===== src/rtl/if_stage.sv =====
// if_stage: MIPS fetch stage with PC register, next-PC select and IF/ID pipeline register.
// Optional FETCH_STATS_EN adds the FetchCnt/StallCnt counter ports.
module if_stage #(
    parameter logic [31:0] RESET_PC = 32'h0000_0000,
    parameter int          IM_AW    = 5
) (
    input  logic             Clk,
    input  logic             Reset,
    input  logic             Stall,
    input  logic             Flush,
    input  logic             PcSel,
    input  logic [31:0]      BranchPc,
    input  logic [31:0]      BranchOffset,
    input  logic             Jump,
    input  logic [25:0]      JumpAddr,
    input  logic [3:0]       JumpPcHi,
    input  logic [31:0]      ImData,
    output logic [IM_AW-1:0] ImAdr,
    output logic [31:0]      Pc,
    output logic [31:0]      IfId_Instr,
    output logic [31:0]      IfId_PcPlus4,
    output logic             IfId_Valid
`ifdef FETCH_STATS_EN
    ,
    output logic [31:0]      FetchCnt,
    output logic [31:0]      StallCnt
`endif
);
    logic [31:0] seq_pc, br_pc, jmp_pc, next_pc;
    logic        redirect, bubble, load;

    always_comb begin
        seq_pc   = Pc + 32'd4;
        br_pc    = BranchPc + (BranchOffset << 2);
        jmp_pc   = {JumpPcHi, JumpAddr, 2'b00};
        redirect = PcSel | Jump;
        bubble   = redirect | Flush;
        load     = !bubble && !Stall;
        next_pc  = PcSel ? br_pc : Jump ? jmp_pc : Stall ? Pc : seq_pc;
    end

    assign ImAdr = Pc[IM_AW+1:2];

    // Low two bits are forced to zero so misaligned targets truncate.
    always_ff @(posedge Clk or negedge Reset) begin
        if (!Reset)
            Pc <= {RESET_PC[31:2], 2'b00};
        else
            Pc <= {next_pc[31:2], 2'b00};
    end

    always_ff @(posedge Clk or negedge Reset) begin
        if (!Reset) begin
            IfId_Instr   <= '0;
            IfId_PcPlus4 <= '0;
            IfId_Valid   <= 1'b0;
        end else if (bubble) begin
            IfId_Instr   <= '0;
            IfId_PcPlus4 <= '0;
            IfId_Valid   <= 1'b0;
        end else if (load) begin
            IfId_Instr   <= ImData;
            IfId_PcPlus4 <= seq_pc;
            IfId_Valid   <= 1'b1;
        end
    end

`ifdef FETCH_STATS_EN
    always_ff @(posedge Clk or negedge Reset) begin
        if (!Reset) begin
            FetchCnt <= '0;
            StallCnt <= '0;
        end else begin
            if (load)
                FetchCnt <= FetchCnt + 32'd1;
            if (Stall && !bubble)
                StallCnt <= StallCnt + 32'd1;
        end
    end
`endif
endmodule


===== config.mk =====
export PLATFORM = sky130hd
export DESIGN_NAME = if_stage
export DESIGN_NICKNAME = d
export VERILOG_FILES = /design/src/rtl/if_stage.sv
export SDC_FILE = /design/constraint.sdc
export NUM_CORES = 1
export LEC_CHECK = 0
export CORE_UTILIZATION = 46
export DETAILED_ROUTE_END_ITERATION = 8
export HOLD_SLACK_MARGIN = 0.03
export PLACE_DENSITY = 0.93
export SLEW_MARGIN = 20
export SYNTH_ARGS = -nofsm -noshare
export SYNTH_HDL_FRONTEND = slang
export SYNTH_SLANG_ARGS = --single-unit
export TNS_END_PERCENT = 20

===== constraint.sdc =====
create_clock -name Clk -period 2.5 [get_ports Clk]
set_input_delay 0.5 -clock Clk [delete_from_list [all_inputs] [get_ports Clk]]
set_output_delay 0.5 -clock Clk [all_outputs]
set_load 0.02 [all_outputs]

# --- Word level (Yosys, flattened, before mapping) ---
# Index checks and enable logic that the tools add are counted.
word_totals:
  regBits: 95
  inputBits: 132
  wordCells: 22
classes:
  n_bitwise: 2
  n_mux: 9
  n_reduce_logical: 4
  n_addsub: 2
  n_eq_ne: 1
ops:
  columns: ["operator", "count"]
  rows:
  - ["$mux W32", 7]
  - ["$add A32 B3 Y32 const B", 1]
  - ["$add A32 B32 Y32", 1]
  - ["$ne A3 B1 Y1 const B", 1]
  - ["$logic_not A1 Y1", 2]
  - ["$mux W1", 2]
  - ["$or A1 B1 Y1", 2]
  - ["$reduce_bool A2 Y1", 1]
  - ["$logic_and A1 B1 Y1", 1]

# --- Depth between registers and ports, before layout ---
logic_depth:
  depth_word: 6
  depth_mapped: 10
  depth_no_buf: 10

# --- Worst setup path before layout ---
# No wires, ideal clock.
synth_timing:
  path_type: "input port to flip-flop"
  start: "input port BranchPc[2]"
  end: "register Pc[30]"
  arrival_ns: 2.511
  n_path_buf: 0
  t_required_ns: 2.363
  setup_ns: 0.137
  path_stages: 10
  path_slack_ns: -0.148
  path_cell_list: "ha_1 > fa_1 > a21oi_1 > o211ai_1 > a2111oi_2 > nor4_2 > a211oi_2 > o21ai_1 > xnor2_1 > a21oi_1"
synth_via:
  elab_chain_cells: 2
synth_rtl:
  columns: ["element", "line", "source"]
  rows:
  - ["start: declaration", "12", "input logic [31:0] BranchPc,"]
  - ["$add A32 B32 Y32", "34", "br_pc = BranchPc + (BranchOffset << 2);"]
  - ["$mux W32", "39", "next_pc = PcSel ? br_pc : Jump ? jmp_pc : Stall ? Pc : seq_pc;"]
  - ["end signal: assignment", "47", "Pc <= {RESET_PC[31:2], 2'b00};"]
  - ["end signal: assignment", "49", "Pc <= {next_pc[31:2], 2'b00};"]
  - ["end: declaration", "19", "output logic [31:0] Pc,"]
# Every way passes these cells.
# A chain may end at the register's enable or synchronous reset.

# --- Worst setup path in the final report ---
layout_timing:
  start: "input port BranchOffset[0]"
  end: "register Pc[26]"
layout_via:
  elab_chain_cells: 2
layout_rtl:
  columns: ["element", "line", "source"]
  rows:
  - ["start: declaration", "13", "input logic [31:0] BranchOffset,"]
  - ["$add A32 B32 Y32", "34", null]
  - ["$mux W32", "39", null]
# Every way passes these cells.

==> impl_metrics.env <==
export IMPL_fin_util_pct=71.7
export IMPL_grt_pass1_vias=6478
export IMPL_drive_gt1_share_pct=15.1
export IMPL_hpwl_um=15100
export IMPL_path_max_fanout=3
export IMPL_grt_start_max_net_pins=54
export IMPL_setup_tns_ns=0
export IMPL_hold_viol=0
export IMPL_synth_edf_count=0
export IMPL_arrival_ns=2.73
export IMPL_power_switching_mw=1.72
export IMPL_overflow=0
export IMPL_r2r_cells=8
export IMPL_die_area_um2=14600
export IMPL_grtUsageTotal_pct=27.7
export IMPL_hold_class="in -> async"
export IMPL_yosysWarnings=0
export IMPL_outcome="finished, final reports clean"
export IMPL_synth_area_um2=6500
export IMPL_cts_made_buffers=9
export IMPL_vias=6576
export IMPL_num_io_pins=234
export IMPL_drv_cap=0
export IMPL_fin_area_um2=9920
export IMPL_async_reset_ff_share_pct=100
export IMPL_path_clk_slew_ns=0.07
export IMPL_grt_pass1_wl_um=31900
export IMPL_hold_slack_ns=0.178
export IMPL_crit_path_end="Pc[26]"
export IMPL_cts_tree="built"
export IMPL_r2r_slack_ns=0.11
export IMPL_clockPowerShare_pct=31.6
export IMPL_finalCritPeriodShare_pct=98.5
export IMPL_p_total_mw=5.35
export IMPL_swShare_pct=32.2
export IMPL_place_area_um2=9320
export IMPL_stdcell_count=1201
export IMPL_intPower_mw=3.63
export IMPL_ys_flop_type="dfrtp_1"
export IMPL_power_leakage_nw=4.31
export IMPL_cts_sinks=93
export IMPL_cp_required_ns=2.77
export IMPL_antenna_found_initial=1
export IMPL_worst_pin_slew_ns=0.680
export IMPL_ys_seq_elements=93
export IMPL_ys_types=68
export IMPL_fin_worst_skew_ns=0.0133
export IMPL_clock_fmax_mhz=406
export IMPL_cts_root_buffer="clkbuf_16"
export IMPL_die_x_um=121
export IMPL_dp_cells=1178
export IMPL_maxSlewViolCount=0
export IMPL_path_class="in -> reg"
export IMPL_nets=1179
export IMPL_start_util_pct=47.0
export IMPL_cts_path_max_buffers=2
export IMPL_first_pass_iters=5
export IMPL_viasPerCell=5.48
export IMPL_rows=43
export IMPL_placeableCoreArea_um2=13800
export IMPL_reg2reg_to="Pc[30]"
export IMPL_seqPwrFrac_pct=33.3
export IMPL_clkLatencyLatePin_ns=0.35
export IMPL_syn_avg_cell_area_um2=8.71
export IMPL_place_congestion=0.929
export IMPL_rsz0062_at_grt="yes"
export IMPL_fin_ws_ns=0.0370
export IMPL_h_tree_depth=3
export IMPL_timing_rr_start="Pc[8]"
export IMPL_p_per_area_nw_per_um2=539
export IMPL_setup_violations=0
export IMPL_wire_per_inst_um=17.3
export IMPL_drcViolationCount=0
export IMPL_drt_iter0_markers=465
export IMPL_finalCriticalPeriod_ns=2.46
export IMPL_wirelength_um=20800
export IMPL_cts_hold_buffers=0
export IMPL_critical_path_startpoint="BranchOffset[0]"
export IMPL_cp_end_kind="register"
export IMPL_ys_seq_area_share_pct=35.8
export IMPL_syn_inst=747
export IMPL_pwr_share_comb_pct=35.2
export IMPL_ant_nets=0
export IMPL_crit_path_start_kind="input pin"
export IMPL_die_height_um=121
export IMPL_antenna_diode_count=0
export IMPL_place_ws_ns=-0.621
export IMPL_ir_worst_vdd_uv=374
export IMPL_area_delta_synth_final_pct=52.4
export IMPL_io_buffers=225
export IMPL_slew_headroom_pct=54.7
## critical path, cell delays in order
cell and delay [ns]:
buf_6 0.10, ha_4 0.16, fa_2 0.39, a21oi_4 0.15
o211ai_1 0.20, a2111oi_4 0.48, nor4_4 0.08, a211oi_2 0.25
buf_4 0.16, xnor2_2 0.10, nand2_1 0.07, o21ai_1 0.09
## cell usage after synthesis, drive strengths merged (2+ instances only)
library cell,count,area [um2]
or3,10,62.6
mux2,8,93.8
o21ai,38,190
and3,7,43.8
a31o,3,35.0
nor2,114,430
nor3,18,95.1
a211oi,8,70.1
ha,30,375
nand2,64,245
o21bai,5,37.5
a21oi,71,370
o31ai,2,15.0
dfrtp,93,2330
inv,17,63.8
a31oi,4,25.0
nand4,12,81.3
nand3,21,115
nor2b,2,12.5
clkbuf,29,110
o211ai,3,22.5
buf,17,110
a311oi,2,17.5
o22ai,2,12.5
xor2,25,219
and2,5,33.8
a21o,11,82.6
a21boi,2,15.0
mux2i,53,531
nand2b,5,31.3
o221a,3,33.8
xnor2,40,350
nor4,7,98.9
nor3b,3,22.5
## flip-flops by register name, summed over array words and instances, names as in the netlist
register and cells:
IfId_Instr 32, IfId_PcPlus4 30, Pc 30, IfId_Valid 1
## placed cells by master (no fill, tap or decap), types with 11 or more instances in the layout
| master | instances |
|---|---|
| nand4_1 | 11 |
| xnor2_1 | 39 |
| nor2_1 | 112 |
| nand2_1 | 62 |
| o21ai_0 | 33 |
| dfrtp_1 | 93 |
| nor3_1 | 17 |
| a21o_1 | 11 |
| dlygate4sd2_1 | 12 |
| nand3_1 | 19 |
| ha_1 | 21 |
| inv_1 | 16 |
| buf_4 | 76 |
| mux2i_1 | 53 |
| xor2_1 | 25 |
| a21oi_1 | 64 |
| clkdlybuf4s50_1 | 202 |
## cells by family after synthesis
| kind of cell | count (synthesis) | share of synthesized area (%) |
|---|---|---|
| AND/OR/NAND/NOR | 270 | 19.8 |
| AO/OA/AOI/OAI | 163 | 15.6 |
| flip-flops | 93 | 35.8 |
| XOR/XNOR | 65 | 8.75 |
| buffers and inverters | 63 | 4.37 |
| multiplexers | 61 | 9.60 |
| adder cells (fa/ha/maj) | 31 | 6.08 |
| other | 1 | 0.0576 |
## worst min path at each step
stage | startpoint | endpoint | slack, ns | cells after the start
5_1_grt | Reset | IfId_Instr[7] | 0.23 | 1
2_1_floorplan | Reset | IfId_Instr[0] | 0.20 | 0
4_1_cts | Reset | IfId_Instr[7] | 0.21 | 1
3_3_place_gp | IfId_PcPlus4[2] | IfId_PcPlus4[2] | 0.50 | 2
6_report | Reset | IfId_Instr[7] | 0.18 | 1
3_5_place_dp | IfId_PcPlus4[2] | IfId_PcPlus4[2] | 0.51 | 2
## power groups by stage
stage | Clock (mW) | Sequential [mW] | Combinational, mW
2_1_floorplan | 0 | 1.90 | 0.841
3_3_place_gp | 0 | 1.78 | 1.74
3_5_place_dp | 0 | 1.79 | 1.77
4_1_cts | 1.71 | 1.76 | 1.81
5_1_grt | 1.78 | 1.78 | 2.02
6_report | 1.69 | 1.78 | 1.88
## routing by layer
metal / vias to the layer above / wire [um] / GRT usage (%)
met4: 2 / 795 / 11.3
met2: 329 / 9840 / 46.8
li1: 3141 / - / -
met1: 3034 / 8350 / 33.5
met3: 70 / 1790 / 6.91
met5: - / 11 / 0
## final cells by class
| class | instances | area, um2 |
|---|---|---|
| clock inverters | 7 | 143 |
| multi-input cells | 594 | 4110 |
| flip-flops and latches | 93 | 2330 |
| fillers | 983 | 3910 |
| clock buffers | 9 | 225 |
| well taps | 180 | 225 |
| inverters | 17 | 63.8 |
| repair buffers | 301 | 2820 |
## timing repair
item / CTS / global route
setup endpoints to repair: 17 / 16
pin swaps: 18 / 13
resized for setup: 32 / 27
buffers inserted: 5 / 3
(Power assumes the default switching activity.)
